**config.mk**
```make
export PLATFORM = sky130hd
export DESIGN_NAME = serial_pair_serializer_flat
export DESIGN_NICKNAME = d
export VERILOG_FILES = /design/src/rtl/serial_pair_serializer_if.sv /design/src/rtl/serial_pair_serializer.sv /design/src/flat_wrapper.sv
export SDC_FILE = /design/constraint.sdc
export NUM_CORES = 1
export LEC_CHECK = 0
export ABC_AREA = 0
export BUFFER_PORTS_ARGS = -buffer_cell sky130_fd_sc_hd__buf_2
export CAP_MARGIN = 15
export CORE_MARGIN = 3
export CORE_UTILIZATION = 48
export CTS_CLUSTER_SIZE = 12
export DETAILED_ROUTE_END_ITERATION = 8
export PLACE_DENSITY_LB_ADDON = 0.2
export SLEW_MARGIN = 10
export SYNTH_ARGS = -nofsm -noshare
export SYNTH_HDL_FRONTEND = slang
export SYNTH_SLANG_ARGS = --single-unit
```
**constraint.sdc**
```tcl
create_clock -name clk -period 1.7 [get_ports clk]
set_clock_uncertainty 0.2 [all_clocks]
set_input_delay 0.34 -clock clk [delete_from_list [all_inputs] [get_ports clk]]
set_output_delay 0.34 -clock clk [all_outputs]
set_load 0.05 [all_outputs]
```
**src/rtl/serial_pair_serializer_if.sv**
```systemverilog
// Handshake bundle for serial_pair_serializer: parallel operand intake on the
// in_* side, bit-pair stream with frame markers on the out_* side.
interface serial_pair_serializer_if #(
  parameter int WIDTH = 8
);
  logic             in_valid;
  logic             in_ready;
  logic [WIDTH-1:0] in_a;
  logic [WIDTH-1:0] in_b;
  logic             out_valid;
  logic             out_ready;
  logic             out_a;
  logic             out_b;
  logic             out_first;
  logic             out_last;

  modport master (
    output in_valid, in_a, in_b, out_ready,
    input  in_ready, out_valid, out_a, out_b, out_first, out_last
  );

  modport slave (
    input  in_valid, in_a, in_b, out_ready,
    output in_ready, out_valid, out_a, out_b, out_first, out_last
  );
endinterface

```
**src/rtl/serial_pair_serializer.sv**
```systemverilog
// Loads two WIDTH-bit operands and streams them one bit pair per cycle with
// first/last frame markers. Define SERIAL_PAIR_SERIALIZER_LSB_FIRST_EN for LSB-first order.
module serial_pair_serializer #(
  parameter int WIDTH = 8
) (
  input logic                     clk,
  input logic                     rst,
  serial_pair_serializer_if.slave bus
);

  localparam int CW = $clog2(WIDTH) + 1;
  localparam logic [CW-1:0] CNT_TOP  = CW'(WIDTH - 1);
  localparam logic [CW-1:0] CNT_ZERO = CW'(0);
  localparam logic [CW-1:0] CNT_ONE  = CW'(1);

  typedef enum logic [0:0] {
    IDLE  = 1'b0,
    SHIFT = 1'b1
  } state_t;

  state_t           state_q, state_d;
  logic [WIDTH-1:0] sh_a_q, sh_a_d;
  logic [WIDTH-1:0] sh_b_q, sh_b_d;
  logic [CW-1:0]    cnt_q, cnt_d;
  logic             shifting_s;
  logic             last_s;
  logic             accept_s;
  logic             xfer_s;

  assign shifting_s = (state_q == SHIFT);
  assign last_s     = shifting_s && (cnt_q == CNT_ZERO);
  assign xfer_s     = shifting_s && bus.out_ready;
  assign accept_s   = bus.in_valid && bus.in_ready;

  // State and datapath registers; reset aborts any word in flight.
  always_ff @(posedge clk or posedge rst) begin
    if (rst) begin
      state_q <= IDLE;
      sh_a_q  <= {WIDTH{1'b0}};
      sh_b_q  <= {WIDTH{1'b0}};
      cnt_q   <= CNT_ZERO;
    end else begin
      state_q <= state_d;
      sh_a_q  <= sh_a_d;
      sh_b_q  <= sh_b_d;
      cnt_q   <= cnt_d;
    end
  end

  // Next-state logic.
  always_comb begin
    state_d = state_q;
    case (state_q)
      IDLE: begin
        if (bus.in_valid) begin
          state_d = SHIFT;
        end else begin
          state_d = IDLE;
        end
      end
      SHIFT: begin
        if (xfer_s && last_s && !bus.in_valid) begin
          state_d = IDLE;
        end else begin
          state_d = SHIFT;
        end
      end
      default: state_d = IDLE;
    endcase
  end

  // Shift/count datapath: a fresh load wins over the final shift of the previous word.
  always_comb begin
    sh_a_d = sh_a_q;
    sh_b_d = sh_b_q;
    cnt_d  = cnt_q;
    if (accept_s) begin
      sh_a_d = bus.in_a;
      sh_b_d = bus.in_b;
      cnt_d  = CNT_TOP;
    end else if (xfer_s && !last_s) begin
`ifdef SERIAL_PAIR_SERIALIZER_LSB_FIRST_EN
      sh_a_d = sh_a_q >> 1;
      sh_b_d = sh_b_q >> 1;
`else
      sh_a_d = sh_a_q << 1;
      sh_b_d = sh_b_q << 1;
`endif
      cnt_d  = cnt_q - CNT_ONE;
    end else begin
      cnt_d  = cnt_q;
    end
  end

  // Outputs; in_ready is combinational from out_ready so words run back to back.
  always_comb begin
    bus.out_valid = 1'b0;
    bus.out_a     = 1'b0;
    bus.out_b     = 1'b0;
    bus.out_first = 1'b0;
    bus.out_last  = 1'b0;
    bus.in_ready  = 1'b0;
    case (state_q)
      IDLE: begin
        bus.in_ready = !rst;
      end
      SHIFT: begin
        bus.out_valid = 1'b1;
`ifdef SERIAL_PAIR_SERIALIZER_LSB_FIRST_EN
        bus.out_a     = sh_a_q[0];
        bus.out_b     = sh_b_q[0];
`else
        bus.out_a     = sh_a_q[WIDTH-1];
        bus.out_b     = sh_b_q[WIDTH-1];
`endif
        bus.out_first = (cnt_q == CNT_TOP);
        bus.out_last  = last_s;
        bus.in_ready  = !rst && last_s && bus.out_ready;
      end
      default: begin
        bus.out_valid = 1'b0;
      end
    endcase
  end

endmodule

```
**src/flat_wrapper.sv**
```systemverilog
// flat-port wrapper written by rule: the top's interface ports become plain ports
module serial_pair_serializer_flat 
#(
  parameter int WIDTH = 8
)
  (clk, rst, bus_in_valid, bus_in_a, bus_in_b, bus_out_ready, bus_in_ready, bus_out_valid, bus_out_a, bus_out_b, bus_out_first, bus_out_last);
  serial_pair_serializer_if #(.WIDTH(WIDTH)) bus_i ();
  input logic clk;
  input logic rst;
  input wire logic [$bits(bus_i.in_valid)-1:0] bus_in_valid;
  input wire logic [$bits(bus_i.in_a)-1:0] bus_in_a;
  input wire logic [$bits(bus_i.in_b)-1:0] bus_in_b;
  input wire logic [$bits(bus_i.out_ready)-1:0] bus_out_ready;
  output wire logic [$bits(bus_i.in_ready)-1:0] bus_in_ready;
  output wire logic [$bits(bus_i.out_valid)-1:0] bus_out_valid;
  output wire logic [$bits(bus_i.out_a)-1:0] bus_out_a;
  output wire logic [$bits(bus_i.out_b)-1:0] bus_out_b;
  output wire logic [$bits(bus_i.out_first)-1:0] bus_out_first;
  output wire logic [$bits(bus_i.out_last)-1:0] bus_out_last;
  assign bus_i.in_valid = bus_in_valid;
  assign bus_i.in_a = bus_in_a;
  assign bus_i.in_b = bus_in_b;
  assign bus_i.out_ready = bus_out_ready;
  assign bus_in_ready = bus_i.in_ready;
  assign bus_out_valid = bus_i.out_valid;
  assign bus_out_a = bus_i.out_a;
  assign bus_out_b = bus_i.out_b;
  assign bus_out_first = bus_i.out_first;
  assign bus_out_last = bus_i.out_last;
  serial_pair_serializer #(.WIDTH(WIDTH)) u_core (.clk(clk), .rst(rst), .bus(bus_i));
endmodule
```
==> results of run 1 <==
## cell families after synthesis
kind of cell	synth area share
AOI/OAI and AO/OA	0.2772
adders and majority gates	0.03116
buffers and inverters	0.08307
DFF	0.4361
muxes	0.01662
and+or+nand+nor	0.1558
## timing repair
item / CTS
gates resized for setup: 15
endpoints found under the hold margin: 21
setup buffers: 3
hold buffers: 1
endpoints found under the setup margin: 23
## through the flow
stage / TNS, ns / cells / setup WS, ns / utilization / hold WS, ns
4_1_cts: -0.8243 / 195 / -0.3273 / 0.6977 / 0.02469
3_5_place_dp: -1.487 / 187 / -0.1531 / 0.6449 / 0.2413
3_3_place_gp: -0.2533 / 187 / -0.09131 / 0.6449 / 0.2258
2_1_floorplan: -0.5013 / 130 / -0.1720 / - / 0.1165
==> summary.md, run 1 <==
| Metric | Value |
|---|---|
| Root buf cell | clkbuf_4 |
| # IOs | 26 |
| PortBufs | 25 |
| Register bit count reported by yosys | 21 |
| Cells after Synth | 130 |
| Register area share after synthesis | 0.4361 |
| Syn Nets | 153 |
| Placed Instance Area | 1481 um^2 |
| CTS Buf Count | 3 |
| Die W | 56.10 um |
| Synthesized area per cell | 9.269 um^2 |
| Run Error | [ERROR DPL-0038] Utilization greater than 100%, impossible to legalize |
| Initial Util | 0.5245 |
| Area leader, netlist | dfrtp_1 |
| Worst_ep grt | bus_out_last |
| Yosys warnings | 0 |
| Worst endpoint type | output port |
| Synth area leaders | dfrtp_1 44%, a211oi_1 8.7%, o21ai_0 7.9%, a31oi_1 7.3%, nand4_1 7.3% |
| H-tree depth | 1 |
| Largest net degree at the start of global routing | 22 |
| Synth unique cells | 27 |
| # rows | 17 |
| Async SR Flop Fraction | 1.000 |
| Halt Stage | 5_1_grt |
| Yosys top cell area share | 0.4361 |
| Final GP Congestion | 0.8222 |
| Post-synth EDFFs | 0 |
| Post-DP HPWL | 2225 um |
| Die height | 56.10 um |
| Netlist Area Pre-Place | 1205 um^2 |
| Status | did not finish |
| Clock Sinks | 21 |
| Top cells by count, synth | 21 x dfrtp_1, 19 x o21ai_0, 14 x a211oi_1, 14 x a31oi_1, 14 x nand4_1 |
| Top FF cell, synth | dfrtp_1 |
| Most frequent cell after synthesis | dfrtp_1 |
| Clock tree buffer depth | 2 |
==> inputs of run 2 (changes only) <==
--- a/config.mk
+++ b/config.mk
@@ -8,11 +8,10 @@
 export ABC_AREA = 0
 export BUFFER_PORTS_ARGS = -buffer_cell sky130_fd_sc_hd__buf_2
 export CAP_MARGIN = 15
-export CORE_MARGIN = 3
-export CORE_UTILIZATION = 48
-export CTS_CLUSTER_SIZE = 12
+export CORE_AREA = 3 3 64 66
 export DETAILED_ROUTE_END_ITERATION = 8
-export PLACE_DENSITY_LB_ADDON = 0.2
+export DIE_AREA = 0 0 67 69
+export PLACE_DENSITY_LB_ADDON = 0.15
 export SLEW_MARGIN = 10
 export SYNTH_ARGS = -nofsm -noshare
 export SYNTH_HDL_FRONTEND = slang
==> constraint.sdc (replaced) <==
create_clock -name clk -period 2.2 [get_ports clk]
set_clock_uncertainty 0.2 [all_clocks]
set_input_delay 0.44 -clock clk [delete_from_list [all_inputs] [get_ports clk]]
set_output_delay 0.44 -clock clk [all_outputs]
set_load 0.05 [all_outputs]
==> summary.md, run 2 <==
| Metric | Value |
|---|---|
| Sw frac | 0.4141 |
| Crit path cell chain | inv_1, ha_4, nor3b_4, and2_1, buf_6 |
| Vias in the first global route | 1,092 |
| Setup violations, final | 0 |
| Final worst path period need | 2.112 ns |
| Worst Path Required | 1.56 ns |
| LEAKAGE | 0.6396 nW |
| Switching pwr | 0.0006720 W |
| Clock tree buffer depth | 2 (unchanged) |
| First-pass GRT wire length | 5285 um |
| CTS Buf Count | 3 (unchanged) |
| GRT met3 Usage | 0.02606 |
| PwrDens | 1085 nW/um^2 |
| Critical R2R Launch | u_core.shifting_s |
| Vias | 1,115 |
| Hold path endpoint | u_core.shifting_s |
| Synth unique cells | 27 (unchanged) |
| Met2 global-route usage | 0.2249 |
| Fmax | 0.4735 GHz |
| Final #Nets | 177 |
| Netlist Area Pre-Place | 1205 um^2 (unchanged) |
| Sequential Power Share | 0.402 |
| Min-delay worst type | primary input to register |
| Final GP Congestion | 0.7639 (-7.1%) |
| Most Crowded Layer GR | met2 |
| R2R cell count | 4 |
| RSZ-0062 raised after global routing | no |
| R2r setup slk | 0.28 ns |
| Utilization after layout | 0.4115 |
| Setup crit end kind | output pin |
| CP max FO | 4 |
| Final period utilization | 0.9601 |
| Initial DRT Pass Iterations | 4 |
| Largest stage delay, worst path | 0.41 ns |
| Setup TNS | 0 ns |
| Routed WL per cell | 16.01 um |
| Final WS setup | 0.08787 ns |
| Kind of start point of the critical path | register |
| Top cells by count, synth | 21 x dfrtp_1, 19 x o21ai_0, 14 x a211oi_1, 14 x a31oi_1, 14 x nand4_1 |
| Crit path arrival time | 1.47 ns |
| GR Layer Usage met1 | 0.2049 |
| ANT nets after route | 0 |
| Dpl ws | 0.08708 ns (+0.2402 ns) |
| Commonest non-fill, non-tap cell in the layout | buf_2 |
| Register bit count reported by yosys | 21 (unchanged) |
| PortBufs | 25 (unchanged) |
| Max Cap Viol | 0 |
| Final slew viol count | 0 |
| Async SR Flop Fraction | 1.000 (unchanged) |
| Die ar. | 4623 um^2 |
| Initial DRC Count | 46 |
| Area grow syn2layout | 24.09% |
| TritonCTS clock tree | built |
| Number of stages on the worst setup path | 5 |
| Fraction of layout instances using a drive strength above 1 | 0.3072 |
| Detailed Route WL | 3219 um |
| WHS Path Cells | 2 |
| Cells after Synth | 130 (unchanged) |
| Clock latency on the worst-skew pair | 0.26 ns |
| Die height | 69 um (+23%) |
| Top FF cell, synth | dfrtp_1 |
| Die W | 67 um (+19%) |
| Clock-pin slew on the worst setup and hold paths | 0.08 ns |
| Slew @ Worst Pin | 0.4861 ns |
| Yosys warnings | 0 (unchanged) |
| Initial Util | 0.3316 (-0.1929) |
| Internal power | 0.0009509 W |
| # IOs | 26 (unchanged) |
| H-tree depth | 1 (unchanged) |
| # rows | 22 (+5) |
| Register area share after synthesis | 0.4361 (unchanged) |
| Synth area leaders | dfrtp_1 44%, a211oi_1 8.7%, o21ai_0 7.9%, a31oi_1 7.3%, nand4_1 7.3% |
| Crit path kind | register to output pin |
| Power Total | 0.001623 W |
| Post-DP HPWL | 2236 um (+0.48%) |
| Crit path buf inv count | 2 |
| WHS | 0.1734 ns |
| Hold_sp | bus_in_valid |
| Gate power share | 0.438 |
| Most frequent cells in the layout | 23 x buf_2, 20 x dfrtp_1, 19 x o21ai_0 |
| Status | complete, no violations |
| Largest registers | u_core.sh_a_q x8, u_core.sh_b_q x8, u_core.cnt_q x4 |
| Core ar. | 3633 um^2 |
| Clock Sinks | 21 (unchanged) |
| Initial antenna violation count | 0 |
| Synthesized area per cell | 9.269 um^2 (unchanged) |
| Syn Nets | 153 (unchanged) |
| Slowest cell on crit path | dfrtp_1 |
| Relative slew slack | 0.6751 |
| Largest net degree at the start of global routing | 23 |
| VDD IR max | 0.3383 mV |
| Hold Vio Cnt, Final | 0 |
| Yosys top cell area share | 0.4361 (unchanged) |
| Diode count | 0 |
| Worst reg2reg path endpoint | u_core.sh_a_q[4] |
| Post-synth EDFFs | 0 (unchanged) |
| Area leader, netlist | dfrtp_1 |
| Top delay family on crit path | flip-flops |
| Drt drc | 0 |
| Clock share of power | 0.160 |
| DR vias/cell | 5.547 |
| Most frequent cell after synthesis | dfrtp_1 |
| Root buf cell | clkbuf_8 |
| Gr ovfl total | 0 |
| GR Util All Layers | 0.1462 |
[run 2: cell counts after synthesis]
Identical to the previous run, type by type.
[run 2: cells by family after synthesis]
group                    Yosys count  synth area share
flip-flops                        21            0.4361
AND/OR/NAND/NOR                   28            0.1558
buffers and inverters             23           0.08307
AO/OA/AOI/OAI                     53            0.2772
adder cells (fa/ha/maj)            3           0.03116
multiplexers                       2           0.01662
[run 2: layout make-up]
cell class              instances  area [um^2]
clock buffers                   3        41.29
clock inverters                 1        5.005
fillers                       380         2138
inverters                       7        26.28
multi-input cells              86        620.6
flip-flops and latches         21        526.8
well taps                      48        60.06
repair buffers                 35        215.2
[run 2: power groups by stage]
stage / combinational, W / sequential [W] / clock, W
final: 0.000711 / 0.000653 / 0.000259
after global routing: 0.000782 / 0.000676 / 0.000287
after CTS: 0.000656 / 0.000642 / 0.000263
after detailed placement: 0.000644 / 0.000650 / 0
after global placement: 0.000639 / 0.000645 / 0
after floorplan: 0.000513 / 0.000610 / 0
[run 2: what timing repair did]
action,4_1_cts,5_1_grt
buffers inserted,0,0
cloned,0,0
gates resized for setup,3,7
endpoints found under the hold margin,7,0
pin swaps,0,1
hold buffers,1,0
endpoints found under the setup margin,2,3
[run 2: per-stage QoR]
stage	area, um^2	instances
final	1495	201
after global routing	1495	201
after CTS	1455	201
after detailed placement	1390	196
after global placement	1390	196
after floorplan	1211	130
[run 2: worst max-delay path by stage]
stage	startpoint	end
6_report	u_core.cnt_q[1]	bus_out_last
3_5_place_dp	u_core.cnt_q[0]	u_core.cnt_q[1]
3_3_place_gp	u_core.cnt_q[0]	u_core.cnt_q[1]
5_1_grt	u_core.cnt_q[0]	bus_out_last
4_1_cts	u_core.cnt_q[0]	bus_in_ready
2_1_floorplan	u_core.cnt_q[0]	bus_out_last
[run 2: routing by layer]
metal	routed length, um	vias up
met2	1529	27
li1	-	545
met5	0	-
met3	123	4
met1	1525	539
met4	40	0
(Power assumes the default switching activity.)
